<file path="src/rtl/store_ctrl_pkg.sv">
// Shared types for the store sequencer.
//   store_kind_t : decoded RV32I store flavour handed over by the store decoder.
//   CAUSE_*      : encodings driven on fault_cause while fault is pulsed.
package store_ctrl_pkg;

  typedef enum logic [1:0] {
    sk_sb      = 2'd0,
    sk_sh      = 2'd1,
    sk_sw      = 2'd2,
    sk_invalid = 2'd3
  } store_kind_t;

  localparam logic [1:0] CAUSE_NONE    = 2'd0;
  localparam logic [1:0] CAUSE_KIND    = 2'd1;
  localparam logic [1:0] CAUSE_ALIGN   = 2'd2;
  localparam logic [1:0] CAUSE_TIMEOUT = 2'd3;

endpackage

</file>
<file path="src/rtl/store_ctrl_if.sv">
// Data-memory write port between the store sequencer and memory.
//   mem_req   : write request, held until mem_ack or timeout
//   mem_addr  : word-aligned address
//   mem_wdata : lane-replicated write data
//   mem_wstrb : byte enables
//   mem_ack   : memory accepted the write
// master = store_ctrl side, slave = memory side.
interface store_ctrl_if;

  logic        mem_req;
  logic [31:0] mem_addr;
  logic [31:0] mem_wdata;
  logic [3:0]  mem_wstrb;
  logic        mem_ack;

  modport master (
    output mem_req,
    output mem_addr,
    output mem_wdata,
    output mem_wstrb,
    input  mem_ack
  );

  modport slave (
    input  mem_req,
    input  mem_addr,
    input  mem_wdata,
    input  mem_wstrb,
    output mem_ack
  );

endinterface

</file>
<file path="src/rtl/store_ctrl.sv">
// store_ctrl: sequences one RV32I store at a time onto the data-memory
// write port. Checks alignment, builds byte strobes and lane-replicated
// data, runs a req/ack handshake with a bus timeout and reports done/fault.
//
// Ports:
//   clk, rst          clock; synchronous active-low reset
//   issue_valid/ready store handshake from the execute stage
//   kind, addr, data  decoded store kind, byte address, rs2 value
//   mem               data-memory write port (store_ctrl_if.master)
//   done              one-cycle pulse, store completed
//   fault             one-cycle pulse, store rejected or aborted
//   fault_cause       1 invalid kind, 2 misaligned, 3 bus timeout, else 0
//
// Every output comes straight from a register.
module store_ctrl
  import store_ctrl_pkg::*;
#(
  parameter int TIMEOUT_CYCLES = 16  // 0 disables the bus timeout
) (
  input  logic               clk,
  input  logic               rst,
  input  logic               issue_valid,
  output logic               issue_ready,
  input  store_kind_t        kind,
  input  logic [31:0]        addr,
  input  logic [31:0]        data,
  store_ctrl_if.master       mem,
  output logic               done,
  output logic               fault,
  output logic [1:0]         fault_cause
);

  localparam int CNT_W = (TIMEOUT_CYCLES > 0) ? $clog2(TIMEOUT_CYCLES + 1) : 1;
  localparam logic [CNT_W-1:0] CNT_LIMIT = CNT_W'(TIMEOUT_CYCLES);
  localparam logic [CNT_W-1:0] CNT_MAX   = '1;

  typedef enum logic {
    IDLE = 1'b0,
    REQ  = 1'b1
  } state_t;

  // All architectural state in one record so reset and next-state are
  // handled in exactly one place each.
  typedef struct packed {
    state_t           state;
    logic             ready;
    logic             req;
    logic [31:0]      maddr;
    logic [31:0]      wdata;
    logic [3:0]       wstrb;
    logic             done;
    logic             fault;
    logic [1:0]       cause;
    logic [CNT_W-1:0] cnt;
  } regs_t;

  localparam regs_t RESET_REGS = '{
    state: IDLE,
    ready: 1'b1,
    req:   1'b0,
    maddr: 32'h0,
    wdata: 32'h0,
    wstrb: 4'h0,
    done:  1'b0,
    fault: 1'b0,
    cause: CAUSE_NONE,
    cnt:   '0
  };

  regs_t q;
  regs_t d;

  logic [3:0]       lane_strb;
  logic [31:0]      lane_data;
  logic             misaligned;
  logic [CNT_W-1:0] cnt_next;

  // Lane steering for the presented store; only consumed when it is accepted.
  always_comb begin
    // NOTE: every combinational output gets a default before the case so no
    // path through the block leaves it unassigned (which would infer a latch).
    lane_strb  = 4'b0000;
    lane_data  = 32'h0;
    misaligned = 1'b0;
    case (kind)
      sk_sb: begin
        lane_strb = 4'b0001 << addr[1:0];
        lane_data = {4{data[7:0]}};
      end
      sk_sh: begin
        misaligned = addr[0];
        lane_strb  = addr[1] ? 4'b1100 : 4'b0011;
        lane_data  = {2{data[15:0]}};
      end
      sk_sw: begin
        misaligned = |addr[1:0];
        lane_strb  = 4'b1111;
        lane_data  = data;
      end
      default: ;
    endcase
  end

  // Saturating so a disabled timeout can never wrap back into a match.
  assign cnt_next = (q.cnt == CNT_MAX) ? q.cnt : q.cnt + CNT_W'(1);

  always_comb begin
    d       = q;
    d.done  = 1'b0;
    d.fault = 1'b0;
    d.cause = CAUSE_NONE;
    case (q.state)
      IDLE: begin
        if (issue_valid && q.ready) begin
          if (kind == sk_invalid) begin
            d.fault = 1'b1;
            d.cause = CAUSE_KIND;
          end else if (misaligned) begin
            d.fault = 1'b1;
            d.cause = CAUSE_ALIGN;
          end else begin
            d.state = REQ;
            d.ready = 1'b0;
            d.req   = 1'b1;
            d.maddr = {addr[31:2], 2'b00};
            d.wdata = lane_data;
            d.wstrb = lane_strb;
            d.cnt   = '0;
          end
        end
      end
      REQ: begin
        // Ack is checked first so it wins over a timeout expiring on the
        // same edge.
        if (mem.mem_ack) begin
          d.state = IDLE;
          d.ready = 1'b1;
          d.req   = 1'b0;
          d.wdata = 32'h0;
          d.wstrb = 4'h0;
          d.done  = 1'b1;
        end else begin
          d.cnt = cnt_next;
          if (TIMEOUT_CYCLES != 0 && cnt_next == CNT_LIMIT) begin
            d.state = IDLE;
            d.ready = 1'b1;
            d.req   = 1'b0;
            d.wdata = 32'h0;
            d.wstrb = 4'h0;
            d.fault = 1'b1;
            d.cause = CAUSE_TIMEOUT;
          end
        end
      end
      default: d = RESET_REGS;
    endcase
  end

  always_ff @(posedge clk) begin
    // NOTE: state updates use non-blocking assignment so every register
    // samples pre-edge values. The datapath registers are reset too, since
    // they drive the memory port directly and must read 0 out of reset.
    if (!rst) q <= RESET_REGS;
    else      q <= d;
  end

  assign issue_ready   = q.ready;
  assign mem.mem_req   = q.req;
  assign mem.mem_addr  = q.maddr;
  assign mem.mem_wdata = q.wdata;
  assign mem.mem_wstrb = q.wstrb;
  assign done          = q.done;
  assign fault         = q.fault;
  assign fault_cause   = q.cause;

endmodule
</file>
<file path="src/flat_wrapper.sv">
// flat-port wrapper written by rule: the top's interface ports become plain ports
module store_ctrl_flat import store_ctrl_pkg::*;
#(
  parameter int TIMEOUT_CYCLES = 16                               
)
  (clk, rst, issue_valid, issue_ready, kind, addr, data, done, fault, fault_cause, mem_mem_req, mem_mem_addr, mem_mem_wdata, mem_mem_wstrb, mem_mem_ack);
  store_ctrl_if mem_i ();
  input  logic clk;
  input  logic rst;
  input  logic issue_valid;
  output logic issue_ready;
  input  store_kind_t kind;
  input  logic [31:0] addr;
  input  logic [31:0] data;
  output logic done;
  output logic fault;
  output logic [1:0] fault_cause;
  output wire logic [$bits(mem_i.mem_req)-1:0] mem_mem_req;
  output wire logic [$bits(mem_i.mem_addr)-1:0] mem_mem_addr;
  output wire logic [$bits(mem_i.mem_wdata)-1:0] mem_mem_wdata;
  output wire logic [$bits(mem_i.mem_wstrb)-1:0] mem_mem_wstrb;
  input wire logic [$bits(mem_i.mem_ack)-1:0] mem_mem_ack;
  assign mem_mem_req = mem_i.mem_req;
  assign mem_mem_addr = mem_i.mem_addr;
  assign mem_mem_wdata = mem_i.mem_wdata;
  assign mem_mem_wstrb = mem_i.mem_wstrb;
  assign mem_i.mem_ack = mem_mem_ack;
  store_ctrl #(.TIMEOUT_CYCLES(TIMEOUT_CYCLES)) u_core (.clk(clk), .rst(rst), .issue_valid(issue_valid), .issue_ready(issue_ready), .kind(kind), .addr(addr), .data(data), .mem(mem_i), .done(done), .fault(fault), .fault_cause(fault_cause));
endmodule
</file>
<file path="config.mk">
export PLATFORM = sky130hd
export DESIGN_NAME = store_ctrl_flat
export DESIGN_NICKNAME = d
export VERILOG_FILES = /design/src/rtl/store_ctrl_pkg.sv /design/src/rtl/store_ctrl_if.sv /design/src/rtl/store_ctrl.sv /design/src/flat_wrapper.sv
export SDC_FILE = /design/constraint.sdc
export NUM_CORES = 1
export LEC_CHECK = 0
export BUFFER_PORTS_ARGS = -buffer_cell sky130_fd_sc_hd__buf_2
export CAP_MARGIN = 20
export CORE_MARGIN = 3
export CORE_UTILIZATION = 30
export CTS_CLUSTER_DIAMETER = 50
export DETAILED_ROUTE_END_ITERATION = 10
export HOLD_SLACK_MARGIN = 0.1
export PLACE_DENSITY = 0.55
export SLEW_MARGIN = 10
export SYNTH_ARGS = -nofsm -noshare
export SYNTH_HDL_FRONTEND = slang
export SYNTH_SLANG_ARGS = --single-unit
</file>
<file path="constraint.sdc">
create_clock -name clk -period 2.6 [get_ports clk]
set_clock_uncertainty 0.15 [all_clocks]
set_input_delay 0.52 -clock clk [delete_from_list [all_inputs] [get_ports clk]]
set_output_delay 0.52 -clock clk [all_outputs]
set_load 0.05 [all_outputs]
</file>
# Word-level counts from Yosys, hierarchy flattened
# Index checks and enable logic that the tools add are counted.
# word_totals
reg_bits,78
elab_cells,55
# classes
add_sub_neg,1
n_eq_ne,10
n_shift,1
mux,23
bitwise,3
reduce_logical,7
# ops
op,count
$mux W71,3
$pmux W32 S3,1
$mux W36,2
$pmux W36 S2,1
$mux W8,2
$pmux W8 S2,1
$mux W3,5
$mux W5,3
$pmux W4 S3,1
$reduce_and A4 Y1,3
$eq A5 B5 Y1 const B,2
$ne A2 B2 Y1 const B,3
$pmux W3 S2,1
$add A5 B1 Y5 const B,1
$eq A2 B2 Y1 const B,2
$mux W4,1
$shl A1 B2 Y4 const A,1
$ne A3 B3 Y1 const B,1
$not A1 Y1,3
$eq A2 B1 Y1 const B,1
$logic_not A2 Y1,1
$ne A2 B1 Y1 const B,1
$pmux W1 S2,1
$reduce_and A2 Y1,1
other kinds (3),3

# Longest topological paths before layout
# logic_depth
ltp_word,6
ltp_mapped,8
ltp_nobuf,6

# Worst setup path before layout
# No wires, ideal clock.
# synth_timing
kind,input to register
start,input kind[0]
end,register u_core.q (netlist bit u_core.mem.mem_wdata[0])
setup_ps,117
arrival_ps,1798
setup_slack_ps,535
path_stages,8
path_buffers,2
cell_sequence,inv_1 ha_1 buf_2 or2_2 buf_2 o21ai_0 nor3_2 a32o_1
# synth_via
elab_chain_len,6
# synth_rtl
element,line,rtl
from (decl),flat_wrapper.sv:12,input store_kind_t kind;
"$eq A2 B2 Y1, or another cell as far along",store_ctrl.sv:85,case (kind)
$pmux W32 S3,store_ctrl.sv:85,
$mux W71,store_ctrl.sv:118,end else if (misaligned) begin
$mux W71,store_ctrl.sv:115,if (kind == sk_invalid) begin
$mux W71,store_ctrl.sv:114,if (issue_valid && q.ready) begin
$pmux W36 S2,store_ctrl.sv:112,case (q.state)
to (signal assigned),store_ctrl.sv:163,if (!rst) q <= RESET_REGS;
to (signal assigned),store_ctrl.sv:164,else q <= d;
to (decl),store_ctrl.sv:70,regs_t q;
# Parallel ways exist; a longest one is shown, timed or not. The select of a mux whose other input is x is not followed.
# A chain may end at the register's enable or synchronous reset.

# Final worst setup path
# layout_timing
start,register u_core.q[0] in the netlist's numbering
end,register u_core.q (netlist bit u_core.mem.mem_wdata[24])
# layout_via
elab_chain_len,5
# layout_rtl
element,line,rtl
$add A5 B1 Y5 or $eq A5 B5 Y1 (tied branches),store_ctrl.sv:105,assign cnt_next = (q.cnt == CNT_MAX) ? q.cnt : q.cnt + CNT_W'(1);
$mux W5 (*),store_ctrl.sv:105,
$eq A5 B5 Y1 (*),store_ctrl.sv:144,if (TIMEOUT_CYCLES != 0 && cnt_next == CNT_LIMIT) begin
$ne A3 B3 Y1 (no line) (*),--,
$reduce_and A4 Y1 (no line) (*),--,
# Mark *: on every way between the ends. The rest lies on a longest branch, timed or not.

==> results.toml <==
[global_route]
grtUsageMet3_pct = 3.53
grt_usage_pct = 16.4
grt_max_degree = 35
grt_pass1_wl_um = 19400
first_global_vias = 3581
top_usage_layer = "met2"
gr-usage-met1_pct = 21.7
use_met2_pct = 26.6
antenna_found_initial = 0
gr-total-overflow = 0

[clocking]
post_cts_resized = 0
cts_setup_buffers = 0
htreeDepth = 3
postCtsHoldBufs = 0
clk_path_buf_depth = 2
cts_tree = "yes"
clkTransAtPathRegs_ns = 0.06
clk_latency_ns = 0.32
cts_root_buf = "clkbuf_16"
cts_sinks = 78
numCtsBuffers = 9

[synth]
yosysTopAreaCellShare_pct = 38.8
synth.top_cells.by_count = "dfxtp_1, buf_4, a21oi_1"
ys_seq_area_share_pct = 38.8
syn_inst = 451
synth_area_leaders = "dfxtp_1, buf_4, o32ai_1"
synth_top_cell_by_area = "dfxtp_1"
synth.avg_cell_area_um2 = 8.92
async_flop_share_pct = 0
ys_types = 45
synth-edff-count = 0
ys_seq_elements = 78
synth_flop_cell = "dfxtp_1"
yosysMostFrequentCell = "dfxtp_1"
ys.warnings.count = 0
netlist_area_um2 = 4030

[die]
die_area_um2 = 14800
die_x_um = 122
core_region_area_um2 = 12900
start_util_pct = 31.3
boundaryPins = 144
dieHeight_um = 122
core.rowCount = 41

[routing]
avgViaCountPerCell = 5.31
drt_iter0_markers = 420
drt_drc_violations_left = 0
first_pass_iters = 8
ant_nets = 0
postRouteWirelength_um = 12300
wl_per_cell_um = 17.9
via_count = 3636

[power_and_ir_drop]
p_sw_mw = 1.06
peakVddDrop_v = 0.000290
finalPower_mw = 3.34
power_frac_clock_pct = 39.1
seqPwrFrac_pct = 39.2
pwr-share-comb_pct = 21.7
power_density_nw_per_um2 = 716
internal_power_mw = 2.28
leakage_nw = 2.00
switching_share_pct = 31.7

[sta]
finalCriticalPeriod_ns = 2.31
drv_slew = 0
rsz0062_at_grt = "no"
fmax_ghz = 0.433
slew_headroom_pct = 46.6
hold_violations = 0
min_period_over_period_pct = 88.8
final.setup.tns_ns = 0
worst_pin_slew_ns = 0.801
setup_violations = 0

[worst_setup_path]
crit_chain = "ha_1, and3b_1, and4b_1, a221o_1, buf_4, o32ai_1"
cp.arrival_ns = 2.35
path_max_fanout = 20
cp.required_ns = 2.64
worstPathBufferInverterCount = 1
cp-end-kind = "flip-flop"
cp_slowest_stage_delay_ns = 0.36
start_kind = "flip-flop"
critPathSlowestCell = "a221o_1"
path_class = "reg -> reg"
cp_top_family = "simple AND/OR/NAND/NOR gates"

[placed_design]
gp_congestion = 0.823
dpl.hpwl_um = 8940
dp_cells = 670
port_buffers = 141
dpl_cell_area_um2 = 4350

[final_layout]
diodes = 0
fin_nets = 584
seq_area_um2 = 1560
postLayoutCellArea_um2 = 4660
layout-drive-gt1-share_pct = 36.3
area_growth_pct = 15.8
fill_cells = 1366
post-route-util_pct = 36.2
layout.cells.non_filler = 685
multi_input_area_um2 = 1710

[outcome]
status = "finished, final reports clean"

[hold_path]
hold_class = "in -> reg"

[flow_run]
cap_violations = 0
[power by group through the flow]
| stage | logic [mW] | clock network (mW) | registers, mW |
|---|---|---|---|
| finish | 0.725 | 1.30 | 1.31 |
| floorplan | 0.590 | 0 | 1.34 |
| global placement | 0.719 | 0 | 1.33 |
| global route | 0.778 | 1.39 | 1.31 |
| CTS | 0.726 | 1.34 | 1.31 |
| detailed placement | 0.724 | 0 | 1.33 |
[cell type report]
cell class	count	area share, %
multi-input cells	255	36.6
flip-flops and latches	78	33.5
repair buffers	160	18.2
clock buffers	12	5.72
well taps	172	4.62
clock inverters	3	0.913
inverters	5	0.403
[cell usage in the layout (no fill, tap or decap), types with 5 or more instances in the layout]
cell / n
ha_1: 5
a21oi_1: 40
a222oi_1: 8
o32ai_1: 24
buf_4: 19
a32o_1: 8
o211ai_1: 26
nand2_1: 11
a22oi_1: 16
clkbuf_16: 9
buf_2: 141
nand3_1: 30
dfxtp_1: 78
o21ai_0: 39
[kinds of logic after synthesis]
logic type                 count (synthesis)  synth area share, %
AOI/OAI and AO/OA                        178                 30.9
adders and majority gates                  5                 1.55
buffers and inverters                    119                 18.9
DFF                                       78                 38.8
muxes                                      1                0.249
other                                      1               0.0932
and+or+nand+nor                           69                 9.54
[stage by stage]
stage                     setup WS [ns]  hold WS, ns
after floorplan                   0.535        0.286
after global routing              0.163        0.287
after CTS                         0.337        0.279
final                             0.291        0.288
after detailed placement          0.229        0.311
after global placement            0.310        0.301
[worst min-delay path, cell delays in order]
cell and delay [ns]:
buf_2 0.10, nand3_1 0.05, a21oi_1 0.05
[metal layers]
metal,up-vias,routed length (µm)
li1,1738,-
met1,1777,5400
met2,108,5990
met3,13,679
met4,0,198
met5,-,0
[flip-flops by register name, indices dropped and copies added (netlist names)]
register and flops:
u_core.mem.mem_wdata 32, u_core.fault 1, u_core.mem.mem_wstrb 4, u_core.issue_ready 1, u_core.mem.mem_req 1, u_core.q 6, u_core.mem.mem_addr 30, u_core.done 1
u_core.fault_cause 2
[final timing paths]
check	end	depth (start not counted)	start	slack (ns)
min reg2reg	u_core.mem.mem_wstrb[1]	2	u_core.mem.mem_wstrb[1]	0.31
min	u_core.mem.mem_addr[16]	3	addr[16]	0.29
max reg2reg	u_core.mem.mem_wdata[24]	6	u_core.q[0]	0.29
max	u_core.mem.mem_wdata[24]	6	u_core.q[0]	0.29
Power figures use the tool's default switching activity.
